`config.mk`:
```
export PLATFORM = sky130hd
export DESIGN_NAME = bcd_scan_display_flat
export DESIGN_NICKNAME = d
export VERILOG_FILES = /design/src/rtl/bcd_scan_display_if.sv /design/src/rtl/bcd_scan_display.sv /design/src/flat_wrapper.sv
export SDC_FILE = /design/constraint.sdc
export NUM_CORES = 1
export LEC_CHECK = 0
export BUFFER_PORTS_ARGS = -buffer_cell sky130_fd_sc_hd__clkbuf_2
export CAP_MARGIN = 20
export CORE_ASPECT_RATIO = 0.7
export CORE_UTILIZATION = 52
export DETAILED_ROUTE_END_ITERATION = 12
export PLACE_DENSITY = 0.71
export SYNTH_ARGS = -nofsm -noshare
export SYNTH_HDL_FRONTEND = slang
export SYNTH_SLANG_ARGS = --single-unit
```
`constraint.sdc`:
```
create_clock -name clk -period 2.3 [get_ports clk]
set_input_delay 0.575 -clock clk [delete_from_list [all_inputs] [get_ports clk]]
set_output_delay 0.575 -clock clk [all_outputs]
set_load 0.05 [all_outputs]
```
`src/rtl/bcd_scan_display_if.sv`:
```
// ---------------------------------------------------------------------------
// bcd_scan_display_if
//   Bundles the digit-load bus and the display outputs of bcd_scan_display.
//   Optional feature macro affecting the attached driver: BCD_SCAN_LZB_EN.
//   Signals:
//     load        : capture hundreds/tens/ones into staging (source -> driver)
//     hundreds    : BCD hundreds digit
//     tens        : BCD tens digit
//     ones        : BCD ones digit
//     seg         : segment drive {g,f,e,d,c,b,a}, active high (driver -> sink)
//     an          : one-hot digit enable, an[0]=ones, an[1]=tens, an[2]=hundreds
//     frame_done  : one-cycle pulse after each completed 3-digit frame
//   Modports: master = digit source / display observer, slave = the driver.
// ---------------------------------------------------------------------------
interface bcd_scan_display_if;
    logic       load;
    logic [3:0] hundreds;
    logic [3:0] tens;
    logic [3:0] ones;
    logic [6:0] seg;
    logic [2:0] an;
    logic       frame_done;

    modport master (
        output load,
        output hundreds,
        output tens,
        output ones,
        input  seg,
        input  an,
        input  frame_done
    );

    modport slave (
        input  load,
        input  hundreds,
        input  tens,
        input  ones,
        output seg,
        output an,
        output frame_done
    );
endinterface

```
`src/rtl/bcd_scan_display.sv`:
```
// ---------------------------------------------------------------------------
// bcd_scan_display
//   Time-multiplexed 3-digit seven-segment driver. Digits are captured into
//   staging registers on load and copied to the active set only at frame
//   start, so a frame never shows a half-updated number.
//   Optional feature: define BCD_SCAN_LZB_EN for leading-zero blanking of the
//   hundreds and tens digits (ones are never blanked).
//   Parameters:
//     CLK_DIV : clock cycles each digit is shown (2..2^20)
//   Ports:
//     clk : system clock, rising edge
//     rst : asynchronous active-high reset
//     bus : bcd_scan_display_if.slave (load/hundreds/tens/ones in,
//           seg/an/frame_done out, all outputs registered)
// ---------------------------------------------------------------------------
module bcd_scan_display #(
    parameter int unsigned CLK_DIV = 50000
) (
    input logic                     clk,
    input logic                     rst,
    bcd_scan_display_if.slave       bus
);
    localparam int unsigned     CntW   = (CLK_DIV > 1) ? $clog2(CLK_DIV) : 1;
    localparam logic [CntW-1:0] CntMax = CntW'(CLK_DIV - 1);

    typedef enum logic [1:0] {StBlank, StOnes, StTens, StHund} state_e;

    state_e          r_state;
    state_e          w_state_next;
    logic [CntW-1:0] r_cnt;
    logic            w_tick;
    logic            w_frame_start;
    logic [3:0]      r_stg_h, r_stg_t, r_stg_o;
    logic [3:0]      r_act_h, r_act_t, r_act_o;
    logic [6:0]      r_seg, w_seg_next;
    logic [2:0]      r_an, w_an_next;
    logic            r_frame_done, w_frame_done_next;

    function automatic logic [6:0] f_encode(input logic [3:0] digit);
        logic [6:0] seg;
        case (digit)
            4'd0:    seg = 7'h3F;
            4'd1:    seg = 7'h06;
            4'd2:    seg = 7'h5B;
            4'd3:    seg = 7'h4F;
            4'd4:    seg = 7'h66;
            4'd5:    seg = 7'h6D;
            4'd6:    seg = 7'h7D;
            4'd7:    seg = 7'h07;
            4'd8:    seg = 7'h7F;
            4'd9:    seg = 7'h6F;
            default: seg = 7'h40;  // dash for non-BCD input
        endcase
        return seg;
    endfunction

    assign w_tick = (r_cnt == CntMax);

    always_ff @(posedge clk or posedge rst) begin
        if (rst) begin
            r_cnt <= '0;
        end else if (w_tick) begin
            r_cnt <= '0;
        end else begin
            r_cnt <= r_cnt + 1'b1;
        end
    end

    always_ff @(posedge clk or posedge rst) begin
        if (rst) begin
            r_state <= StBlank;
        end else begin
            r_state <= w_state_next;
        end
    end

    // Next state plus the output values for the state being entered.
    always_comb begin
        w_state_next      = r_state;
        w_frame_start     = 1'b0;
        w_an_next         = r_an;
        w_seg_next        = r_seg;
        w_frame_done_next = 1'b0;
        if (w_tick) begin
            unique case (r_state)
                StBlank, StHund: begin
                    w_state_next      = StOnes;
                    w_frame_start     = 1'b1;
                    w_an_next         = 3'b001;
                    // Active ones register loads on this same edge, so use staging.
                    w_seg_next        = f_encode(r_stg_o);
                    w_frame_done_next = (r_state == StHund);
                end
                StOnes: begin
                    w_state_next = StTens;
                    w_an_next    = 3'b010;
                    w_seg_next   = f_encode(r_act_t);
`ifdef BCD_SCAN_LZB_EN
                    if (r_act_h == 4'd0 && r_act_t == 4'd0) begin
                        w_seg_next = 7'h00;
                    end
`endif
                end
                StTens: begin
                    w_state_next = StHund;
                    w_an_next    = 3'b100;
                    w_seg_next   = f_encode(r_act_h);
`ifdef BCD_SCAN_LZB_EN
                    if (r_act_h == 4'd0) begin
                        w_seg_next = 7'h00;
                    end
`endif
                end
                default: begin
                    w_state_next = StBlank;
                end
            endcase
        end
    end

    always_ff @(posedge clk or posedge rst) begin
        if (rst) begin
            r_stg_h <= 4'd0;
            r_stg_t <= 4'd0;
            r_stg_o <= 4'd0;
        end else if (bus.load) begin
            r_stg_h <= bus.hundreds;
            r_stg_t <= bus.tens;
            r_stg_o <= bus.ones;
        end
    end

    // A load coinciding with frame start is not seen here until the next frame.
    always_ff @(posedge clk or posedge rst) begin
        if (rst) begin
            r_act_h <= 4'd0;
            r_act_t <= 4'd0;
            r_act_o <= 4'd0;
        end else if (w_frame_start) begin
            r_act_h <= r_stg_h;
            r_act_t <= r_stg_t;
            r_act_o <= r_stg_o;
        end
    end

    always_ff @(posedge clk or posedge rst) begin
        if (rst) begin
            r_an         <= 3'b000;
            r_seg        <= 7'h00;
            r_frame_done <= 1'b0;
        end else begin
            r_an         <= w_an_next;
            r_seg        <= w_seg_next;
            r_frame_done <= w_frame_done_next;
        end
    end

    assign bus.an         = r_an;
    assign bus.seg        = r_seg;
    assign bus.frame_done = r_frame_done;

    // act_o mirrors what was latched for the ones digit; kept for observability.
    logic w_unused;
    assign w_unused = ^r_act_o;
endmodule

```
`src/flat_wrapper.sv`:
```
// flat-port wrapper written by rule: the top's interface ports become plain ports
module bcd_scan_display_flat 
#(
    parameter int unsigned CLK_DIV = 50000
)
  (clk, rst, bus_load, bus_hundreds, bus_tens, bus_ones, bus_seg, bus_an, bus_frame_done);
  bcd_scan_display_if bus_i ();
  input logic clk;
  input logic rst;
  input wire logic [$bits(bus_i.load)-1:0] bus_load;
  input wire logic [$bits(bus_i.hundreds)-1:0] bus_hundreds;
  input wire logic [$bits(bus_i.tens)-1:0] bus_tens;
  input wire logic [$bits(bus_i.ones)-1:0] bus_ones;
  output wire logic [$bits(bus_i.seg)-1:0] bus_seg;
  output wire logic [$bits(bus_i.an)-1:0] bus_an;
  output wire logic [$bits(bus_i.frame_done)-1:0] bus_frame_done;
  assign bus_i.load = bus_load;
  assign bus_i.hundreds = bus_hundreds;
  assign bus_i.tens = bus_tens;
  assign bus_i.ones = bus_ones;
  assign bus_seg = bus_i.seg;
  assign bus_an = bus_i.an;
  assign bus_frame_done = bus_i.frame_done;
  bcd_scan_display #(.CLK_DIV(CLK_DIV)) u_core (.clk(clk), .rst(rst), .bus(bus_i));
endmodule
```
==> impl_results.md, run 1 <==
- GRT Util Overall: ~22%
- EDFF count, synth: 0
- Launch point of the worst path: u_core.r_cnt[7]
- Total power: roughly 0.0016 W
- Root Buffer Master: clkbuf_8
- Synth Instances: ~270
- Total vias in the final route: around 2000
- Slew HR: 63.5%
- Met2 usage: between 20% and 30%
- Antenna Violating Nets Remaining: 0
- # H-tree levels: 2
- Die Span Y: about 63 µm
- Total Wirelength: ~5.5 mm
- Synthesis-to-layout area growth: 11.8%
- Mapped Avg Cell Area: a little over 10 µm²
- Nets: between 300 and 400
- TritonCTS buffer count: 5
- Vias/cell: between 5 and 6
- Port bufs: 25
- Hold Fails Final Rpt: 0
- Worst reg2reg path depth: 4
- Clock Path Buffers: 2
- Unique masters post-synth: roughly 50
- Setup Buffers After CTS: 0
- Die W: between 80 and 90 µm
- Slowest Stage Delay on Critical Path: approximately 0.67 ns
- Global-route wire length before repair: roughly 9.4 mm
- Net Count, Synth: between 300 and 400
- Slowest CP cell: or4_1
- Post-cts sizing count: 0
- Post-synth top flop: dfrtp_1
- Sequential share of the synthesized area: 44.3%
- Reg2Reg Setup Slack: between 0.1 and 0.15 ns
- I/O pin cnt: 26
- CTS Sinks: slightly below 50
- Max FO, Critical Path: 9
- Worst VDD drop: between 0.2 and 0.3 mV
- Core outline area: approximately 5000 µm²
- Worst setup SP type: flop
- Clock transition at path regs: about 0.09 ns
- Ant diodes: 0
- Final period util: a little over nine tenths
- Setup Crit Path Kind: flop to flop
- Hold WS: between 0.2 and 0.3 ns
- Commonest non-fill, non-tap cell in the layout: dfrtp_1
- WL/cell: around 15 µm
- Layout filler cell count: between 400 and 500
- Final Max Tran Viols: 0
- Final Skew: 0.00446 ns
- CP Capture Point: u_core.r_cnt[1]
- Congestion Overflow GR: 0
- Share of cells above drive strength 1: about a fifth
- GRT busiest layer: met1
- Pwr per Cell Area: 532 nW/µm²
- Clock latency on the worst-skew pair: 0.31 ns
- Post-synth ARST share: 100%
- Fmax: roughly 460 MHz
- Worst hold path type: input pin to asynchronous set/reset pin
- RSZ-0062 raised after global routing: false
- Initial DRT Pass Iterations: 6
- Synth Warn #: 0
- Core Util, Final: 62.7%
- Hpwl dp: approximately 4.0 mm
- Commonest non-fill, non-tap cells in the layout: dfrtp_1 (49), clkbuf_2 (25), nand2_1 (24)
- Initial antenna violation count: 0
- Total die area: approximately 5600 µm²
- Setup TNS: 0 ns
- Finished Layout Cells: 364
- Met3 Use GR: 4.72%
- Worst R2R Start: u_core.r_cnt[7]
- Status: finished, final reports clean
- Worst EP arrival: between 2 and 2.5 ns
- Slew @ Worst Pin: roughly 0.54 ns
- Hold_buf cts: 0
- FF+latch count, synth: 49
- Tmin final: 2.17 ns
- Netlist Area Pre-Place: 2770 µm²
- Pin count of the biggest net entering global routing: 50
- Initial detailed-routing violation count: 133
- Final number of setup-violating endpoints: 0
- Placed insts: approximately 360
- CTS tree: yes
- CP endpoint kind: flop
- Max Cap Viol: 0
- Crit path required time: 2.51 ns
- Std cell rows: 21
- Met1 track demand over resource: 35.9%
- Pleak: around 1.5 nW
- Starting Density: 56.1%
- Vias in the first global route: 1809
- CP Cell Sequence: or4b_4, or4_1, buf_4, and2_1
- GP Congestion: ~0.86
- Worst R2R End: u_core.r_cnt[1]
- Remaining DRCs: 0
layer usage:
metal	routed length (µm)	up-vias
met5	0	-
met4	90	0
met2	2200	43
met1	3010	945
met3	188	8
li1	-	999
power by group:
group / switching (W) / internal, W
Combinational: 0.0000542 / 0.0000476
Clock: 0.000291 / 0.000355
Sequential: 0.0000184 / 0.000881
Total: 0.000364 / 0.00128
critical path: cells and delay by family, from the launching register on:
family / cells / cell delay (ns)
and+or+nand+nor: 3 / 1.38
DFF: 1 / 0.44
buffers and inverters: 1 / 0.24
cell type report:
cell class / instances / area [µm²] / share of cell area [%]
flip-flops and latches: 49 / 1230 / 39.6
repair buffers: 30 / 175 / 5.65
clock inverters: 1 / 30.0 / 0.969
clock buffers: 7 / 86.3 / 2.79
well taps: 69 / 86.3 / 2.79
multi-input cells: 190 / 1430 / 46.0
inverters: 18 / 67.6 / 2.18
sequential cells by signal (all words and copies together), names as in the netlist:
signal                 count
u_core.r_stg_o             4
u_core.bus.seg             7
u_core.r_stg_h             4
u_core.r_state             2
u_core.bus.an              3
u_core.r_act_h             4
u_core.r_cnt              16
u_core.bus.frame_done      1
u_core.r_stg_t             4
u_core.r_act_t             4
how the worst min path moves through the flow:
stage                            startpoint           endpoint  slack (ns)  cells after the start
final                                   rst  u_core.r_stg_t[1]        0.27                      3
after global placement     u_core.bus.an[1]   u_core.bus.an[1]        0.47                      2
after floorplan             u_core.r_cnt[0]    u_core.r_cnt[0]        0.47                      1
after detailed placement  u_core.bus.seg[6]  u_core.bus.seg[6]        0.47                      1
after global routing                    rst  u_core.r_act_t[3]        0.30                      3
after CTS                               rst  u_core.r_act_t[3]        0.28                      3
metrics by stage:
step | setup slack (ns) | instance area (µm²)
2_1_floorplan | 0.314 | 2770
3_3_place_gp | 0.185 | 2980
3_5_place_dp | 0.159 | 2980
4_1_cts | 0.135 | 3100
5_1_grt | 0.0261 | 3100
6_report | 0.134 | 3100
cell usage after synthesis, types with 2 or more instances:
cell type | count | area, µm²
a21o_1 | 2 | 15.0
a21oi_1 | 7 | 35.0
a311oi_1 | 3 | 26.3
and2_1 | 2 | 12.5
and2b_2 | 3 | 26.3
and4_1 | 2 | 17.5
clkbuf_1 | 7 | 26.3
dfrtp_1 | 49 | 1230
ha_1 | 21 | 263
inv_1 | 18 | 67.6
mux2_2 | 17 | 191
mux2i_1 | 3 | 30.0
nand2_1 | 24 | 90.1
nand2b_1 | 9 | 56.3
nand3_1 | 4 | 20.0
nand3b_1 | 3 | 22.5
nand4_1 | 5 | 31.3
nor2_1 | 13 | 48.8
nor2b_1 | 9 | 56.3
nor3_1 | 2 | 10.0
nor4bb_1 | 2 | 20.0
o21ai_0 | 15 | 75.1
o221ai_1 | 2 | 17.5
o22ai_1 | 4 | 25.0
o311ai_0 | 3 | 26.3
o31ai_1 | 3 | 22.5
or4_1 | 2 | 15.0
xnor2_1 | 7 | 61.3
xor2_1 | 4 | 35.0
cell families after synthesis:
| kind of cell | count (synthesis) | synth area share, % |
|---|---|---|
| flip-flops | 49 | 44.3 |
| buffers and inverters | 28 | 4.25 |
| adder cells (fa/ha/maj) | 21 | 9.49 |
| AO/OA/AOI/OAI | 47 | 11.2 |
| XOR/XNOR | 11 | 3.48 |
| multiplexers | 20 | 7.99 |
| AND/OR/NAND/NOR | 91 | 19.3 |
Note: power is estimated with default switching activity, not from simulation.
==> run 2, diff against run 1 <==
--- a/config.mk
+++ b/config.mk
@@ -8,6 +8,7 @@
 export BUFFER_PORTS_ARGS = -buffer_cell sky130_fd_sc_hd__clkbuf_2
 export CAP_MARGIN = 20
 export CORE_ASPECT_RATIO = 0.7
+export CORE_MARGIN = 4
 export CORE_UTILIZATION = 52
 export DETAILED_ROUTE_END_ITERATION = 12
 export PLACE_DENSITY = 0.71
==> run 2 against run 1 <==
  * Sequential share of layout area increased by 0.39 points
  * Sequential power about the same
  * Final cell count unchanged
  * Non-clock buffer count unchanged
  * Largest cell class unchanged
  * Fmax increased by 0.68%
  * Routed wire length decreased by 1.2%
  * Cell area decreased by 0.97%
  * Die area increased by 17%
  * Clock power decreased by 22%
  * Setup slack improved by 0.015 ns
  * Largest power group unchanged
  * Critical path depth unchanged
==> impl_results.md, run 2 (synthesis gave the netlist of run 1 again) <==
- Status: finished, final reports clean
- Worst VDD drop: a little under 0.3 mV
- Max Cap Viol: 0
- Vias/cell: between 5 and 6
- Setup TNS: 0 ns
- I/O pin cnt: 26
- Pleak: 1.46 nW
- Slowest Stage Delay on Critical Path: just over 0.6 ns
- Root Buffer Master: clkbuf_8
- Global-route wire length before repair: approximately 9.3 mm
- Area post-placement: between 2000 and 3000 µm²
- Worst R2R Start: u_core.r_cnt[5]
- Total power: roughly 0.0015 W
- Antenna Violating Nets Remaining: 0
- Die Span Y: 69.1 µm
- Vias in the first global route: between 1500 and 2000
- Reg2Reg Setup Slack: 0.15 ns
- Worst setup SP type: flop
- Slowest CP cell: or4b_1
- Worst hold path type: input pin to asynchronous set/reset pin
- Largest register FFs: 16
- Pwr per Cell Area: 491 nW/µm²
- CP Cell Sequence: or4b_1, or4_1, buf_4, a21o_1
- GRT Util Overall: between 10% and 20%
- RSZ-0062 raised after global routing: false
- Clock transition at path regs: ~0.09 ns
- Pin count of the biggest net entering global routing: 32
- Fmax: around 460 MHz
- Clock Path Buffers: 2
- Total vias in the final route: 1981
- Remaining DRCs: 0
- CP endpoint kind: flop
- Net Sw Frac: between 20% and 30%
- Crit path required time: around 2.5 ns
- Starting Density: 55.8%
- Setup Crit Path Kind: flop to flop
- Clock latency on the worst-skew pair: slightly above 0.3 ns
- # H-tree levels: 2
- Initial antenna violation count: 0
- Total Wirelength: roughly 5.4 mm
- Psw: 0.000367 W
- Share of total power in combinational logic: under 10%
- Final Max Tran Viols: 0
- Std cell rows: 21
- WP buf/inv: 1
- CP Depth: 4
- Internal: roughly 0.0011 W
- Flop pwr share: just under 60%
- Slew HR: around 67%
- WL/cell: roughly 15 µm
- Worst path top cell family by delay: simple AND/OR/NAND/NOR gates
- Clock power share: 33.6%
- Die W: roughly 95 µm
- Final number of setup-violating endpoints: 0
- Ant diodes: 0
- Synthesis-to-layout area growth: 10.7%
- Initial DRT Pass Iterations: 4
- Post-cts sizing count: 0
- Hpwl dp: a little over 4 mm
- Commonest non-fill, non-tap cells in the layout: dfrtp_1 (49), clkbuf_2 (25), nand2_1 (24)
- CTS Sinks: 49
- Setup Buffers After CTS: 0
- Slew @ Worst Pin: around 0.48 ns
- Share of cells above drive strength 1: a little over a fifth
- Top reg by flops: u_core.r_cnt
- Final Instance Area: between 3000 and 4000 µm²
- Total die area: ~6600 µm²
- Worst EP arrival: ~2.4 ns
- Initial detailed-routing violation count: ~120
- Core outline area: approximately 5000 µm²
- Final period util: around 94%
- GP Congestion: approximately 0.91
- Tmin final: 2.15 ns
- TritonCTS buffer count: 5
- Final Skew: 0.00472 ns
- Port bufs: 25
- Worst R2R End: u_core.bus.seg[6]
- Commonest non-fill, non-tap cell in the layout: dfrtp_1
- Nets: between 300 and 400
- CTS tree: yes
- Congestion Overflow GR: 0
- Hold Fails Final Rpt: 0
- Hold_buf cts: 0
- Max FO, Critical Path: 8
- Worst reg2reg path depth: 4
==> run 2: changes by cell type in the layout (fill, tap and decap cells not counted) <==
| cell | before | now |
|---|---|---|
| clkinvlp_4 | 0 | 1 |
| bufinv_16 | 1 | 0 |
| clkbuf_8 | 6 | 5 |
| clkbuf_1 | 1 | 0 |
| clkinv_2 | 0 | 2 |
==> run 2: metrics by stage <==
stage / hold WS, ns / util [%] / setup slack (ns) / cells
3_3_place_gp: 0.468 / 60.0 / 0.198 / 356
5_1_grt: 0.247 / 61.8 / 0.0310 / 364
3_5_place_dp: 0.471 / 60.0 / 0.161 / 356
2_1_floorplan: 0.469 / - / 0.314 / 267
4_1_cts: 0.235 / 61.8 / 0.146 / 364
6_report: 0.227 / 61.8 / 0.149 / 364
==> run 2: routing by layer <==
layer  wire length, µm  track usage [%]  up-vias
met2              2110             22.0       54
met3               400             6.63        6
met5                 0                0        -
met4                68             6.72        0
met1              2850             28.6      928
li1                  -                -      993
==> run 2: cell type report <==
class	count	area, µm²
multi-input combinational	190	1430
inverter	18	67.6
sequential	49	1230
timing repair buffer	30	175
tap	69	86.3
clock inverter	3	17.5
fill	440	1900
clock buffer	5	68.8
==> run 2: power by group through the flow <==
stage | clock, W | sequential [W] | combinational (W)
floorplan | 0 | 0.000911 | 0.0000709
global placement | 0 | 0.000915 | 0.000100
detailed placement | 0 | 0.000917 | 0.000102
CTS | 0.000518 | 0.000899 | 0.000103
global route | 0.000560 | 0.000903 | 0.000117
finish | 0.000506 | 0.000899 | 0.000101
==> run 2: how the worst max path moves through the flow <==
stage	start	end
2_1_floorplan	u_core.r_cnt[4]	u_core.bus.seg[1]
5_1_grt	u_core.r_cnt[5]	u_core.bus.seg[6]
6_report	u_core.r_cnt[5]	u_core.bus.seg[6]
3_3_place_gp	u_core.r_cnt[5]	u_core.bus.seg[6]
3_5_place_dp	u_core.r_cnt[5]	u_core.bus.seg[6]
4_1_cts	u_core.r_cnt[5]	u_core.bus.seg[6]
==> run 2: worst register-to-register path, stage by stage, from the launching register on <==
cell and delay (ns):
dfrtp_1 0.44, or4b_1 0.62, or4_1 0.59, buf_4 0.23
a21o_1 0.17
==> run 3, diff against run 2 <==
--- a/config.mk
+++ b/config.mk
@@ -8,10 +8,11 @@
 export BUFFER_PORTS_ARGS = -buffer_cell sky130_fd_sc_hd__clkbuf_2
 export CAP_MARGIN = 20
 export CORE_ASPECT_RATIO = 0.7
-export CORE_MARGIN = 4
+export CORE_MARGIN = 2
 export CORE_UTILIZATION = 52
 export DETAILED_ROUTE_END_ITERATION = 12
-export PLACE_DENSITY = 0.71
+export HOLD_SLACK_MARGIN = 0.06
+export PLACE_DENSITY_LB_ADDON = 0.12
 export SYNTH_ARGS = -nofsm -noshare
 export SYNTH_HDL_FRONTEND = slang
 export SYNTH_SLANG_ARGS = --single-unit
==> run 3 against run 2 <==
  * Clock power up 28%
  * First-iteration DRC count is 51% higher
  * Fmax down 0.69%
  * Sequential share of layout area fell by 0.58 points
  * Final cell count increased by 1.1%
  * Non-clock buffer count is 1 higher
  * Total power up 9.4%
  * Sequential cell count did not move
  * Sequential power is essentially flat
  * Critical path depth increased by 1
  * Largest power group unchanged
  * Highest routed layer unchanged
==> impl_results.md, run 3 (synthesis gave the netlist of run 1 again) <==
- Std cell rows: 22
- Setup TNS: 0 ns
- Port bufs: 25
- Final Max Tran Viols: 0
- Final number of setup-violating endpoints: 0
- Tmin final: about 2.2 ns
- RSZ-0062 raised after global routing: false
- WL/cell: approximately 15 µm
- Fmax: between 400 and 500 MHz
- Setup Crit Path Kind: flop to flop
- Starting Density: a little over half
- I/O pin cnt: 26
- Initial DRT Pass Iterations: 4
- Initial antenna violation count: 0
- Hpwl dp: roughly 4.2 mm
- Commonest non-fill, non-tap cell in the layout: dfrtp_1
- Worst EP arrival: between 2 and 2.5 ns
- Status: finished, final reports clean
- Pleak: between 1 and 1.5 nW
- Vias in the first global route: between 1500 and 2000
- Worst setup SP type: flop
- Core Util, Final: 60.2%
- Global-route wire length before repair: between 9 and 10 mm
- Worst path top cell family by delay: simple AND/OR/NAND/NOR gates
- Die W: 91.2 µm
- Final Skew: 0.00726 ns
- Vias/cell: 5.42
- Max FO, Critical Path: 9
- Crit path required time: 2.48 ns
- Ant diodes: 0
- CTS Sinks: 49
- Total die area: 5940 µm²
- Clock Path Buffers: 2
- Die Span Y: ~65 µm
- CTS tree: yes
- Slew HR: 62.5%
- GP Congestion: around 0.9
- TritonCTS buffer count: 5
- Total vias in the final route: 1994
- CP endpoint kind: flop
- Top reg by flops: u_core.r_cnt
- Largest register FFs: 16
- Worst VDD drop: 0.411 mV
- Slowest CP cell: or4b_1
- Max Cap Viol: 0
- Commonest non-fill, non-tap cells in the layout: dfrtp_1 (49), clkbuf_2 (25), nand2_1 (24)
- Root Buffer Master: clkbuf_8
- Hold_buf cts: 0
- Pin count of the biggest net entering global routing: 28
- Antenna Violating Nets Remaining: 0
- Initial detailed-routing violation count: roughly 170
- Remaining DRCs: 0
- Core outline area: between 5000 and 6000 µm²
- Total Wirelength: 5.67 mm
- Pwr per Cell Area: 529 nW/µm²
- CP Cell Sequence: or4b_1, or4_1, buf_4, nand2_1, mux2i_1
- Nets: about 330
- Share of cells above drive strength 1: between 20% and 30%
- Clock latency on the worst-skew pair: between 0.3 and 0.4 ns
- Slowest Stage Delay on Critical Path: around 0.62 ns
- Hold Fails Final Rpt: 0
- Clock transition at path regs: 0.09 ns
- Slew @ Worst Pin: ~0.55 ns
- Worst hold path type: input pin to asynchronous set/reset pin
- Final period util: 94.2%
- Congestion Overflow GR: 0
- Post-cts sizing count: 0
- # H-tree levels: 2
- WP buf/inv: 1
- GRT Util Overall: between 20% and 30%
- Layout filler cell count: roughly 460
- Synthesis-to-layout area growth: 12.4%
- Setup Buffers After CTS: 0
==> run 3: cell types whose count changed in the layout (fill, tap and decap cells not counted), sizes merged <==
cell	previous run	this run
buf	5	6
bufinv	0	1
clkbuf	30	31
clkinv	2	0
==> run 3: power by group <==
| group | total, W | internal (W) | switching [W] |
|---|---|---|---|
| clock | 0.000646 | 0.000354 | 0.000293 |
| sequential | 0.000899 | 0.000881 | 0.0000184 |
| combinational | 0.000101 | 0.0000472 | 0.0000538 |
| total | 0.00165 | 0.00128 | 0.000365 |
==> run 3: worst paths after layout <==
check                                      start                 to  slack (ns)  cells past startpoint
worst max-delay path             u_core.r_cnt[5]   u_core.r_cnt[14]        0.13                      5
worst min-delay path                         rst  u_core.r_act_h[1]        0.28                      2
worst max register to register   u_core.r_cnt[5]   u_core.r_cnt[14]        0.13                      5
worst min register to register  u_core.bus.an[0]   u_core.bus.an[0]        0.49                      2
max in group asynchronous                    rst   u_core.r_cnt[15]        1.49                      3
min in group clk                     bus_ones[0]  u_core.r_stg_o[0]        0.47                      3
==> run 3: layout make-up <==
type	count	area (µm²)	share of cell area, %
Tap cell	72	90.1	2.89
Multi-Input combinational cell	190	1430	45.8
Clock buffer	6	82.6	2.65
Timing Repair Buffer	31	183	5.87
Clock inverter	2	37.5	1.21
Inverter	18	67.6	2.17
Sequential cell	49	1230	39.4
==> run 3: metal layers <==
metal  GRT usage (%)  up-vias  part of all wire [%]
met5               0        -                     0
met4            8.33        0                   1.3
met3            4.19        6                   5.3
met2            29.8       57                    41
met1            33.0      940                    53
li1                -      991                     -
==> run 3: through the flow <==
step                instances  hold WS [ns]  power, W  worst slack (ns)  area, µm²
floorplan                 267         0.469  0.000982             0.314       2770
global placement          360         0.468   0.00102             0.183       2990
detailed placement        360         0.465   0.00102             0.152       2990
CTS                       368         0.304   0.00167             0.123       3110
global route              368         0.323   0.00172            0.0439       3110
finish                    368         0.282   0.00165             0.134       3110
==> run 3: worst register-to-register path, delay by kind of cell (launching register included) <==
kind	cells	cell delay [ns]
buffers and inverters	1	0.24
DFF	1	0.44
muxes	1	0.08
and+or+nand+nor	3	1.29
